===== src/rtl/fifo_pkg.sv =====
// Shared types and helpers for the programmable synchronous FIFO and its bench.
package fifo_pkg;

   // Status bits in the order the FIFO monitor samples them
   typedef struct packed {
      logic full;
      logic empty;
      logic almostfull;
      logic almostempty;
      logic wr_ack;
      logic overflow;
      logic underflow;
   } fifo_flags_t;

   // Like $clog2 but never returns 0, so a vector declared with it is always legal
   function automatic int clog2_safe(input int value);
      int result;
      result = 1;
      while ((1 << result) < value) begin
         result = result + 1;
      end
      return result;
   endfunction

endpackage


===== src/rtl/fifo_mem.sv =====
// Storage array for the FIFO: synchronous write port, combinational read port.
module fifo_mem #(
   parameter int WIDTH  = 16,
   parameter int DEPTH  = 8,
   parameter int ADDR_W = 3
) (
   input  logic              clk,
   input  logic              wr_en,
   input  logic [ADDR_W-1:0] wr_addr,
   input  logic [WIDTH-1:0]  wr_data,
   input  logic [ADDR_W-1:0] rd_addr,
   output logic [WIDTH-1:0]  rd_data
);

   logic [WIDTH-1:0] mem [DEPTH];

   // Contents are never cleared; the pointer/count registers decide what is valid
   always_ff @(posedge clk) begin
      if (wr_en) begin
         mem[wr_addr] <= wr_data;
      end
   end

   assign rd_data = mem[rd_addr];

endmodule


===== src/rtl/sync_fifo_prog.sv =====
// Synchronous FIFO with programmable almost-full/almost-empty thresholds, occupancy
// count, arbitrary depth and optional first-word-fall-through read mode.
module sync_fifo_prog
   import fifo_pkg::*;
#(
   parameter int WIDTH = 16,
   parameter int DEPTH = 8,
   parameter int FWFT  = 0,
   localparam int ADDR_W = clog2_safe(DEPTH),
   localparam int CNT_W  = clog2_safe(DEPTH + 1)
) (
   input  logic             clk,
   input  logic             rst,
   input  logic             wr_en,
   input  logic             rd_en,
   input  logic [WIDTH-1:0] data_in,
   input  logic [CNT_W-1:0] af_thresh,
   input  logic [CNT_W-1:0] ae_thresh,
   output logic [WIDTH-1:0] data_out,
   output logic [CNT_W-1:0] count,
   output logic             full,
   output logic             empty,
   output logic             almostfull,
   output logic             almostempty,
   output logic             wr_ack,
   output logic             overflow,
   output logic             underflow
);

   logic [ADDR_W-1:0] wr_ptr;
   logic [ADDR_W-1:0] rd_ptr;
   logic [CNT_W-1:0]  count_q;
   logic              wr_acc;
   logic              rd_acc;
   logic              wr_ack_q;
   logic              overflow_q;
   logic              underflow_q;
   logic [WIDTH-1:0]  mem_rd_data;
   fifo_flags_t       flags;

   // Wrap explicitly at DEPTH-1 so non-power-of-two depths never touch unused slots
   function automatic logic [ADDR_W-1:0] next_ptr(input logic [ADDR_W-1:0] ptr);
      return (ptr == ADDR_W'(DEPTH - 1)) ? '0 : ptr + ADDR_W'(1);
   endfunction

   always_comb begin
      flags             = '0;
      flags.full        = (count_q == CNT_W'(DEPTH));
      flags.empty       = (count_q == '0);
      flags.almostfull  = (af_thresh != '0) && (count_q >= af_thresh);
      flags.almostempty = (count_q <= ae_thresh);
      flags.wr_ack      = wr_ack_q;
      flags.overflow    = overflow_q;
      flags.underflow   = underflow_q;
   end

   // A write into a full FIFO is still taken when a read frees a slot on the same edge
   always_comb begin
      rd_acc = rd_en && !flags.empty;
      wr_acc = wr_en && (!flags.full || rd_acc);
   end

   always_ff @(posedge clk) begin
      if (rst) begin
         wr_ptr      <= '0;
         rd_ptr      <= '0;
         count_q     <= '0;
         wr_ack_q    <= 1'b0;
         overflow_q  <= 1'b0;
         underflow_q <= 1'b0;
      end else begin
         if (wr_acc) begin
            wr_ptr <= next_ptr(wr_ptr);
         end
         if (rd_acc) begin
            rd_ptr <= next_ptr(rd_ptr);
         end
         case ({wr_acc, rd_acc})
            2'b10:   count_q <= count_q + CNT_W'(1);
            2'b01:   count_q <= count_q - CNT_W'(1);
            default: count_q <= count_q;
         endcase
         wr_ack_q    <= wr_acc;
         overflow_q  <= wr_en && !wr_acc;
         underflow_q <= rd_en && !rd_acc;
      end
   end

   fifo_mem #(
      .WIDTH  (WIDTH),
      .DEPTH  (DEPTH),
      .ADDR_W (ADDR_W)
   ) u_mem (
      .clk     (clk),
      .wr_en   (wr_acc),
      .wr_addr (wr_ptr),
      .wr_data (data_in),
      .rd_addr (rd_ptr),
      .rd_data (mem_rd_data)
   );

   generate
      if (FWFT != 0) begin : g_fwft
         assign data_out = flags.empty ? '0 : mem_rd_data;
      end else begin : g_registered
         logic [WIDTH-1:0] data_q;

         // Registered mode holds the last popped word until the next accepted read
         always_ff @(posedge clk) begin
            if (rst) begin
               data_q <= '0;
            end else if (rd_acc) begin
               data_q <= mem_rd_data;
            end
         end

         assign data_out = data_q;
      end
   endgenerate

   assign count       = count_q;
   assign full        = flags.full;
   assign empty       = flags.empty;
   assign almostfull  = flags.almostfull;
   assign almostempty = flags.almostempty;
   assign wr_ack      = flags.wr_ack;
   assign overflow    = flags.overflow;
   assign underflow   = flags.underflow;

endmodule


===== config.mk =====
export PLATFORM = sky130hd
export DESIGN_NAME = sync_fifo_prog
export DESIGN_NICKNAME = d
export VERILOG_FILES = /design/src/rtl/fifo_pkg.sv /design/src/rtl/fifo_mem.sv /design/src/rtl/sync_fifo_prog.sv
export SDC_FILE = /design/constraint.sdc
export NUM_CORES = 1
export LEC_CHECK = 0
export CAP_MARGIN = 20
export CORE_AREA = 4 4 132 134
export DETAILED_ROUTE_END_ITERATION = 7
export DIE_AREA = 0 0 136 138
export PLACE_DENSITY = 0.58
export SLEW_MARGIN = 25
export SYNTH_ARGS = -nofsm -noshare
export SYNTH_HDL_FRONTEND = slang
export SYNTH_SLANG_ARGS = --single-unit
export TNS_END_PERCENT = 30

===== constraint.sdc =====
create_clock -name clk -period 6.35 [get_ports clk]
set_input_delay 0.635 -clock clk [delete_from_list [all_inputs] [get_ports clk]]
set_output_delay 0.635 -clock clk [all_outputs]
set_load 0.02 [all_outputs]

==> flow_summary.ini <==
[worst_setup_path]
cp_max_fo = 2
cp_data_arrival_time_ns = 2.63
r2r-start = count[1]$_SDFFE_PP0P_
end_kind = output port
worstPathRequired_ns = 5.71
critPathLaunchType = input pin
timing.setup.critical_path_class = in2out
crit_start = ae_thresh[1]

[synthesis]
synth.area.top_cells = edfxtp_1 (60%), mux4_2 (11%), dfxtp_1 (9.1%)
yosysWarningCount = 0
ys_async_sr_fraction = 0
synth_flop_cell = edfxtp_1
netlist_area_mm2 = 0.006402
syn_area_per_cell_um2 = 17.78
synth_edf_count = 128
yosysTopAreaCell = edfxtp_1
ys_ff_latch = 157
synth_common_cells = edfxtp_1 (128), mux4_2 (32), dfxtp_1 (29)
synth_nets = 403
synth_most_common_cell = edfxtp_1
netlist.area_leader.share = 0.6004
ys_seq_area_frac = 0.6910
netlist-cell-type-count = 42
postSynthCellCount = 360

[clocking]
cts_tree = yes
cts.clk_slew.worst_paths_ns = 0.06
clk_path_buf_depth = 2
cts_root_buffer = clkbuf_16
post-cts-setup-buffers = 0
post_cts_resized = 0
cts_made_buffers = 17
ctsHoldBuffers = 0
htree_num_levels = 4
cts_sinks = 157
clock_latency_ns = 0.42

[finish]
final_cells = 656
drive_gt1_frac = 0.2294
n_fill_cell = 1398
num_antenna_cells = 0
areaGrowthSynthToFinish_pct = 21.44
multi_input_area_mm2 = 0.001831
regArea_mm2 = 0.004425
nets = 466

[routing]
ant_nets = 0
viasPerCell = 5.049
finalWirelength_um = 12300
vias = 3312
drc = 0
initialDrtViolationCount = 216
wl_per_cell_um = 18.75
firstDrtPassIters = 4

[pwr]
p_leak_nw = 2.531
power_density_mw_per_mm2 = 397.4
ir_worst_vdd_mv = 0.2310

[placement]
dp.cells = 624
place.gp.congestion = 0.6783
dp_hpwl_um = 7099
portBuffers = 54

[min_path]
hold_path_class = reg2reg
min_from = data_out[1]$_SDFFE_PP0P_

[timing]
setup_viol = 0
hold_viol_final = 0
fmax_mhz = 306.3
fin_skew_ns = 0.007794
post-route-period-util = 0.5142
worst_slew_pin_slew_ns = 0.8813
max_slew_margin = 0.4124
min_period_ns = 3.265
drv_slew = 0
rsz0062_at_grt = no
setup_tns_ns = 0

[global_routing]
grt_max_degree = 36
overflow = 0
antenna_found_initial = 0
first_global_vias = 3487
grt_usage = 0.1398
grt_pass1_wl_um = 19500

[job]
drv_cap = 0

[status]
outcome = finished clean

[die]
die_h_um = 138
dieArea_mm2 = 0.01877
die_x_um = 136
coreArea_mm2 = 0.01629
ioPinCount = 55
initial_utilization = 0.3930
row_count = 47
[metal layers]
layer | GRT usage | up-vias | wire length, µm | part of all wire
li1 | - | 1547 | - | -
met1 | 0.1765 | 1671 | 5401 | 0.44
met2 | 0.2292 | 76 | 6101 | 0.50
met3 | 0.03052 | 18 | 564 | 0.046
met4 | 0.06525 | 0 | 235 | 0.019
met5 | 0 | - | 0 | 0
[final timing paths]
check | endpoint | slack (ns) | depth (start not counted)
setup / recovery | almostempty | 3.08 | 8
hold / removal | data_out[1]$_SDFFE_PP0P_ | 0.53 | 2
setup reg to reg | count[3]$_SDFFE_PP0P_ | 3.33 | 9
hold reg to reg | data_out[1]$_SDFFE_PP0P_ | 0.53 | 2
[stage by stage]
stage,instance area (µm²),total power [mW],utilization,hold WS [ns],setup WS (ns)
after floorplan,6402,1.916,-,0.4932,3.164
after global placement,7196,2.140,0.4417,0.5261,3.003
after detailed placement,7196,2.154,0.4417,0.5190,2.806
after CTS,7775,3.145,0.4773,0.5338,3.067
after global routing,7775,3.254,0.4773,0.5516,2.916
final,7775,3.090,0.4773,0.5331,3.085
[placed cells by master, fill, tap and decap left out, drive strengths merged, types with 12 or more instances in the layout]
| cell type | n |
|---|---|
| buf | 12 |
| mux4 | 32 |
| edfxtp | 128 |
| clkdlybuf4s50 | 54 |
| dfxtp | 29 |
| a211oi | 19 |
| mux2i | 18 |
| clkbuf | 22 |
| ha | 14 |
| nor2 | 28 |
[critical path, cell delays in order]
cell and delay [ns]:
clkdlybuf4s50_1 0.46, inv_1 0.04, ha_1 0.29, nor2b_1 0.14, o21a_1 0.16, o21a_1 0.16, o21ai_0 0.13, clkdlybuf4s50_1 0.62
[area by class of cell]
| class | count | share of cell area |
|---|---|---|
| tap | 220 | 0.03540 |
| clock inverter | 10 | 0.01481 |
| multi-input combinational | 172 | 0.2354 |
| clock buffer | 22 | 0.05970 |
| timing repair buffer | 66 | 0.08111 |
| sequential | 157 | 0.5692 |
| inverter | 9 | 0.004345 |
[logic make-up (layout without fill, tap and decap cells)]
logic type / Yosys count / count (layout) / synth area share
AND/OR/NAND/NOR: 66 / 66 / 0.05159
multiplexers: 50 / 50 / 0.1407
buffers and inverters: 31 / 107 / 0.02736
AO/OA/AOI/OAI: 38 / 38 / 0.05472
flip-flops: 157 / 157 / 0.6910
adder cells (fa/ha/maj): 15 / 15 / 0.03049
XOR/XNOR: 3 / 3 / 0.004105
[power breakdown]
part | total (mW) | leakage, nW | internal [mW] | switching, mW
registers | 1.28 | 1.40 | 1.20 | 0.0793
clock network | 0.978 | 0.276 | 0.598 | 0.379
logic | 0.831 | 0.853 | 0.403 | 0.428
[sequential cells by signal (all words and copies together), names as in the netlist]
signal and flops:
rd_ptr 3, overflow 1, underflow 1, u_mem.mem 128, count 4, data_out 16, wr_ack 1, wr_ptr 3
Power figures use the tool's default switching activity.
